===== src/rtl/mc_control_fsm.sv =====
// mc_control_fsm: multi-cycle MIPS-subset main controller.
// Moore decode of state; pc_en in BEQ_EX follows the ALU zero flag.
module mc_control_fsm #(
  parameter bit ILLEGAL_TRAP = 1'b0,
  parameter int STATE_W      = 4
) (
  input  logic               clk,
  input  logic               reset,
  input  logic [5:0]         op,
  input  logic [5:0]         funct,
  input  logic               zero,
  output logic [2:0]         alu_control,
  output logic [1:0]         alu_src_a,
  output logic [2:0]         alu_src_b,
  output logic [1:0]         pc_src,
  output logic               pc_en,
  output logic               iord,
  output logic               mem_write,
  output logic               ir_write,
  output logic               reg_write,
  output logic               reg_dst,
  output logic               mem_to_reg,
  output logic               illegal_op,
  output logic [STATE_W-1:0] state_o
);

  localparam logic [5:0] OP_RTYPE = 6'b000000;
  localparam logic [5:0] OP_LW    = 6'b100011;
  localparam logic [5:0] OP_SW    = 6'b101011;
  localparam logic [5:0] OP_ORI   = 6'b001101;
  localparam logic [5:0] OP_LUI   = 6'b001111;
  localparam logic [5:0] OP_BEQ   = 6'b000100;
  localparam logic [5:0] OP_J     = 6'b000010;
  localparam logic [5:0] F_ADDU   = 6'b100001;
  localparam logic [5:0] F_SUBU   = 6'b100011;
  localparam logic [5:0] F_SLL    = 6'b000000;

  // FETCH is listed first so it encodes as zero.
  typedef enum logic [STATE_W-1:0] {
    FETCH, DECODE, MEMADR, MEMRD, MEMWB,
    MEMWR, RTYPE_EX, RTYPE_WB, ORI_EX,
    LUI_EX, IMM_WB, BEQ_EX, JUMP, HALT
  } state_t;

  typedef struct packed {
    logic [2:0] alu_control;
    logic [1:0] alu_src_a;
    logic [2:0] alu_src_b;
    logic [1:0] pc_src;
    logic       pc_en;
    logic       iord;
    logic       mem_write;
    logic       ir_write;
    logic       reg_write;
    logic       reg_dst;
    logic       mem_to_reg;
    logic       illegal_op;
  } ctrl_t;

  state_t state;
  state_t state_n;
  ctrl_t  c;
  ctrl_t  o;
  logic   is_rtype;
  logic   is_mem;

  assign is_rtype = (op == OP_RTYPE) &&
                    (funct == F_ADDU ||
                     funct == F_SUBU ||
                     funct == F_SLL);
  assign is_mem   = (op == OP_LW) || (op == OP_SW);

  // State register; reset abandons any instruction in flight.
  always_ff @(posedge clk or posedge reset) begin
    if (reset) state <= FETCH;
    else       state <= state_n;
  end

  // Next-state logic and per-state control decode.
  always_comb begin
    state_n = FETCH;
    c       = '0;
    case (state)
      FETCH: begin
        c.ir_write  = 1'b1;
        c.alu_src_b = 3'b001;
        c.pc_en     = 1'b1;
        state_n     = DECODE;
      end
      DECODE: begin
        c.alu_src_b = 3'b011;
        unique case (1'b1)
          is_rtype:       state_n = RTYPE_EX;
          is_mem:         state_n = MEMADR;
          (op == OP_ORI): state_n = ORI_EX;
          (op == OP_LUI): state_n = LUI_EX;
          (op == OP_BEQ): state_n = BEQ_EX;
          (op == OP_J):   state_n = JUMP;
          default: begin
            c.illegal_op = 1'b1;
            state_n = ILLEGAL_TRAP ? HALT : FETCH;
          end
        endcase
      end
      RTYPE_EX: begin
        c.alu_src_a = 2'b01;
        unique case (1'b1)
          (funct == F_SUBU): c.alu_control = 3'b001;
          (funct == F_SLL): begin
            c.alu_src_a   = 2'b10;
            c.alu_control = 3'b011;
          end
          default: c.alu_control = 3'b000;
        endcase
        state_n = RTYPE_WB;
      end
      RTYPE_WB: begin
        c.reg_write = 1'b1;
        c.reg_dst   = 1'b1;
      end
      ORI_EX: begin
        c.alu_src_a   = 2'b01;
        c.alu_src_b   = 3'b100;
        c.alu_control = 3'b010;
        state_n       = IMM_WB;
      end
      LUI_EX: begin
        c.alu_src_a   = 2'b11;
        c.alu_src_b   = 3'b100;
        c.alu_control = 3'b011;
        state_n       = IMM_WB;
      end
      IMM_WB: c.reg_write = 1'b1;
      MEMADR: begin
        c.alu_src_a = 2'b01;
        c.alu_src_b = 3'b010;
        state_n = (op == OP_SW) ? MEMWR : MEMRD;
      end
      MEMRD: begin
        c.iord  = 1'b1;
        state_n = MEMWB;
      end
      MEMWB: begin
        c.reg_write  = 1'b1;
        c.mem_to_reg = 1'b1;
      end
      MEMWR: begin
        c.iord      = 1'b1;
        c.mem_write = 1'b1;
      end
      BEQ_EX: begin
        c.alu_src_a   = 2'b01;
        c.alu_control = 3'b001;
        c.pc_src      = 2'b01;
        c.pc_en       = zero;
      end
      JUMP: begin
        c.pc_src = 2'b10;
        c.pc_en  = 1'b1;
      end
      HALT:    state_n = HALT;
      default: state_n = FETCH;
    endcase
  end

  // Everything is forced quiet while reset is held.
  assign o = reset ? '0 : c;

  assign alu_control = o.alu_control;
  assign alu_src_a   = o.alu_src_a;
  assign alu_src_b   = o.alu_src_b;
  assign pc_src      = o.pc_src;
  assign pc_en       = o.pc_en;
  assign iord        = o.iord;
  assign mem_write   = o.mem_write;
  assign ir_write    = o.ir_write;
  assign reg_write   = o.reg_write;
  assign reg_dst     = o.reg_dst;
  assign mem_to_reg  = o.mem_to_reg;
  assign illegal_op  = o.illegal_op;
  assign state_o     = state;

endmodule


===== config.mk =====
export PLATFORM = sky130hd
export DESIGN_NAME = mc_control_fsm
export DESIGN_NICKNAME = d
export VERILOG_FILES = /design/src/rtl/mc_control_fsm.sv
export SDC_FILE = /design/constraint.sdc
export NUM_CORES = 1
export LEC_CHECK = 0
export ABC_AREA = 0
export CORE_MARGIN = 8
export CORE_UTILIZATION = 33
export CTS_CLUSTER_SIZE = 14
export DETAILED_ROUTE_END_ITERATION = 6
export MAX_ROUTING_LAYER = met4
export PLACE_DENSITY = 0.74
export SLEW_MARGIN = 20
export SYNTH_ARGS = -nofsm -noshare
export SYNTH_HDL_FRONTEND = slang
export SYNTH_SLANG_ARGS = --single-unit
export TNS_END_PERCENT = 30

===== constraint.sdc =====
create_clock -name clk -period 5.5 [get_ports clk]
set_input_delay 1.375 -clock clk [delete_from_list [all_inputs] [get_ports clk]]
set_output_delay 1.375 -clock clk [all_outputs]
set_load 0.01 [all_outputs]

; ---- Word-level counts from Yosys, hierarchy flattened
; Index checks and enable logic that the tools add are counted.
[totals]
rom_bits = 0
word_cells = 54
latch_bits = 0
mem_bits_rw = 0
in_bits = 15
memories = 0
register_bits = 4
[classes]
n_lt_le_gt_ge = 0
n_div = 0
add_sub_neg = 0
n_reduce_logical = 13
eq_ne = 21
n_mux = 19
n_mul = 0
bitwise = 0
shift = 0
[ops]
columns = cell, n
row1 = case mux 4 bit (7 select lines), 1
row2 = == test 4 bit (second input constant), 6
row3 = == test 6 bit (second input constant), 4
row4 = case mux 4 bit (6 select lines), 1
row5 = two-way mux 18 bit, 1
row6 = == test 4 x 3 -> 1 bit (second input constant), 4
row7 = == test 6 x 4 -> 1 bit (second input constant), 2
row8 = logical NOT 6 bit, 2
row9 = case mux 3 bit (4 select lines), 1
row10 = == test 4 x 2 -> 1 bit (second input constant), 2
row11 = two-way mux 1 bit, 8
row12 = case mux 2 bit (2 select lines), 2
row13 = case mux 2 bit (4 select lines), 1
row14 = == test 6 x 2 -> 1 bit (second input constant), 1
row15 = == test 6 x 3 -> 1 bit (second input constant), 1
row16 = case mux 2 bit (3 select lines), 1
row17 = OR reduction 2 bit, 3
row18 = OR reduction 3 bit, 2
row19 = OR reduction 6 bit, 1
row20 = == test 4 x 1 -> 1 bit (second input constant), 1
row21 = logical NOT 4 bit, 1
row22 = logical OR 1 bit, 3
row23 = two-way mux 3 bit, 1
row24 = two-way mux 2 bit, 1
row25 = 2 further kinds, 2

; ---- Logic depth before layout (Yosys ltp)
[logic_depth]
ltp_word = 8
mapped_depth = 5
ltp_nobuf = 4

; ---- Worst setup path before layout
; OpenSTA, ideal clock, no wires.
[synth_path]
path_kind = input-to-output
from = input port op[0]
to = output port illegal_op
required_time_ns = 4.125
setup_slack_ns = 1.809
arrival_ns = 2.316
path_buffers = 0
cell_stages = 4
path_cell_list = or4_4 -> nor2_4 -> a21oi_2 -> and4b_1
[synth_between]
elab_chain_cells = 6
word_cells_on_any_way = 13
[synth_lines]
columns = element, line_no
row1 = "start, declared", 9  ; input logic [5:0] op,
row2 = == test 6 bit / logical NOT 6 bit (equally long branches), "71, 67"
row3 = logical OR 1 bit / logical AND 1 bit (equally long branches), "71, 67"
row4 = OR reduction 6 bit (no source line) (*), n/a
row5 = two-way mux 1 bit (*), 92  ; unique case (1'b1)
row6 = two-way mux 1 bit (*), 83  ; case (state)
row7 = two-way mux 18 bit (*), 167  ; assign o = reset ? '0 : c;
row8 = "end, declared", 23  ; output logic illegal_op,
; Every way passes the cells marked *; elsewhere a longest branch is shown, timed or not.

; ---- Worst setup path after layout
[layout_path]
from = input port op[1]
to = output port illegal_op
; Same word-level chain as after synthesis.

==> reports/metrics.yaml <==
outcome: "complete, no violations"
critPathKind: "primary input to primary output"
drtAntennaViolNets: 0
core_um2: 1900
synthesis.nets: 104
grt_pass1_wl_um: 3250
vias: 804
final_max_slew_viol_count: 0
power.total_mw: 0.361
multi_input_area_um2: 490
max_slew.worst_pin.slew_ps: 551
end_kind: "primary output"
syn_area_per_cell_um2: 7.18
timing.fmax_mhz: 212
post-route-period-util: 0.857
syn_inst: 89
start_util: 0.336
r2r_cells: 3
period_minus_slack_ps: 4710
hold_buffers: 0
final_util: 0.528
synthMuxAreaShare: 0.0157
drtIter0Drc: 17
final_hold_viol_count: 0
cts.sinks: 4
place_area_um2: 982
grt_antenna_before_repair: 0
wl_per_cell_um: 13.8
grt_start_max_net_pins: 18
setup_viol: 0
route.detailed.drc: 0
worstSetupStartpointType: "primary input"
wirelength_um: 2020
synth_fa_ha_area_frac: 0
synth-xor-area-share: 0.0137
yosysTopAreaCellShare: 0.157
die_h_um: 60.0
die_w_um: 60.0
synth_ff_type: "dfrtp_1"
gp_congestion: 0.749
dp_slack_ps: 784
grt_pass1_vias: 716
synth_area_leaders: "dfrtp_1 (16%), a21oi_1 (6.3%), nand2_1 (5.9%), nor3_1 (5.5%), nor2_1 (3.5%)"
path_clk_slew_ps: 40
largest_register_ffs: 4
area_delta_synth_final_pct: 57.1
dp_hpwl_um: 1690
rr_endpoint: "state_o[1]$_DFF_PP0_"
cts_tree: "yes"
cts_buffers: 3
clkLatencyLatePin_ps: 240
ff_latch_area_um2: 100
drt_pass1_iterations: 4
design_area_um2: 1000
hold_path.class: "flip-flop to flip-flop"
r2r-start: "state_o[1]$_DFF_PP0_"
synth_compound_area_frac: 0.288
slew_headroom: 0.633
layoutNonFillerInstCount: 147
n_antenna_cell: 0
io_buffers: 35
synth_top_family_by_area: "simple AND/OR/NAND/NOR gates"
power.density_nw_per_um2: 359
leakage_nw: 0.335
critPathArrivalTime_ps: 3340
synth.cells.most_frequent: "nand2_1 (10), a21oi_1 (8), nor3_1 (7)"
rsz0062_at_grt: "false"
ys_seq_elements: 4
cp-startpoint: "op[1]"
crit_end: "illegal_op"
h-tree-depth: 1
grt.total_usage: 0.119
cts_resized: 0
min_from: "state_o[0]$_DFF_PP0_"
fin_worst_skew_ps: 2.12
placedCellCount: 144
drive_above_1_share: 0.0917
timing.final.ws_setup_ps: 787
synth_edf_count: 0
final_net_count: 137
synthesis.area_um2: 639
ys_warn_count: 0
yosysUniqueCellTypes: 44
pin_count: 37
via_per_inst: 5.47
reg2reg_slack_ps: 4010
async_flop_share: 1.00
drv_cap: 0
yosysTopAreaCell: "dfrtp_1"
setup_tns_ps: 0
cts_root_buffer: "clkbuf_4"
critPathMaxFanout: 9
fp.dieArea_um2: 3600
cp.required_ps: 4120
peakVddDrop_mv: 0.173
synth_simple_gate_area_share: 0.444
yosysSeqAreaShare: 0.157
hold_ws_ps: 826
clockBufferDepth: 2
post_cts_buffers: 0
nFillCells: 187
overflow: 0
std_cell_rows: 16
yosysMostFrequentCell: "nand2_1"
worst min-delay path by stage:
stage	to	cells after the start
3_3_place_gp	state_o[3]$_DFF_PP0_	2
3_5_place_dp	state_o[2]$_DFF_PP0_	2
6_report	state_o[2]$_DFF_PP0_	2
2_1_floorplan	state_o[0]$_DFF_PP0_	2
4_1_cts	state_o[2]$_DFF_PP0_	2
5_1_grt	state_o[3]$_DFF_PP0_	2
cells by family after synthesis:
| logic type | Yosys count |
|---|---|
| other | 1 |
| buffers and inverters | 9 |
| muxes | 1 |
| xor gates and xnor gates | 1 |
| DFF | 4 |
| AOI/OAI and AO/OA | 25 |
| and+or+nand+nor | 48 |
layout make-up:
class                   count  share of cell area
inverters                   2             0.00747
multi-input cells          76               0.488
clock buffers               3              0.0224
flip-flops and latches      4              0.0996
repair buffers             35               0.349
well taps                  27              0.0336
power by group:
group	leakage, nW	switching (mW)	internal (mW)
registers	0.0514	0.0498	0.0416
logic	0.270	0.105	0.128
clock network	0.0138	0.0131	0.0245
total	0.335	0.167	0.194
cells in the final DEF (no fill, tap or decap), types with 2 or more instances in the layout:
cell type        count
nor2_1               6
dfrtp_1              4
nor2b_1              3
nor4_1               3
nand2b_1             3
inv_1                2
nand2_1             10
o211ai_1             2
a21oi_1              8
o21ai_0              3
nor3_1               7
nand3_1              2
or3_1                2
clkbuf_4             3
clkdlybuf4s50_1     35
metal layers:
metal	track usage	vias to the layer above	routed length, µm
met3	0.0258	2	183
met4	0.0408	0	14
met5	-	-	0
met1	0.137	367	859
li1	-	400	-
met2	0.198	35	964
critical path, stage by stage:
cell	delay [ps]
clkdlybuf4s50_1	570
or3_4	460
a21oi_1	190
a21oi_2	60
and4b_1	210
clkdlybuf4s50_1	470
No activity file was read; power rests on OpenSTA's default activity.
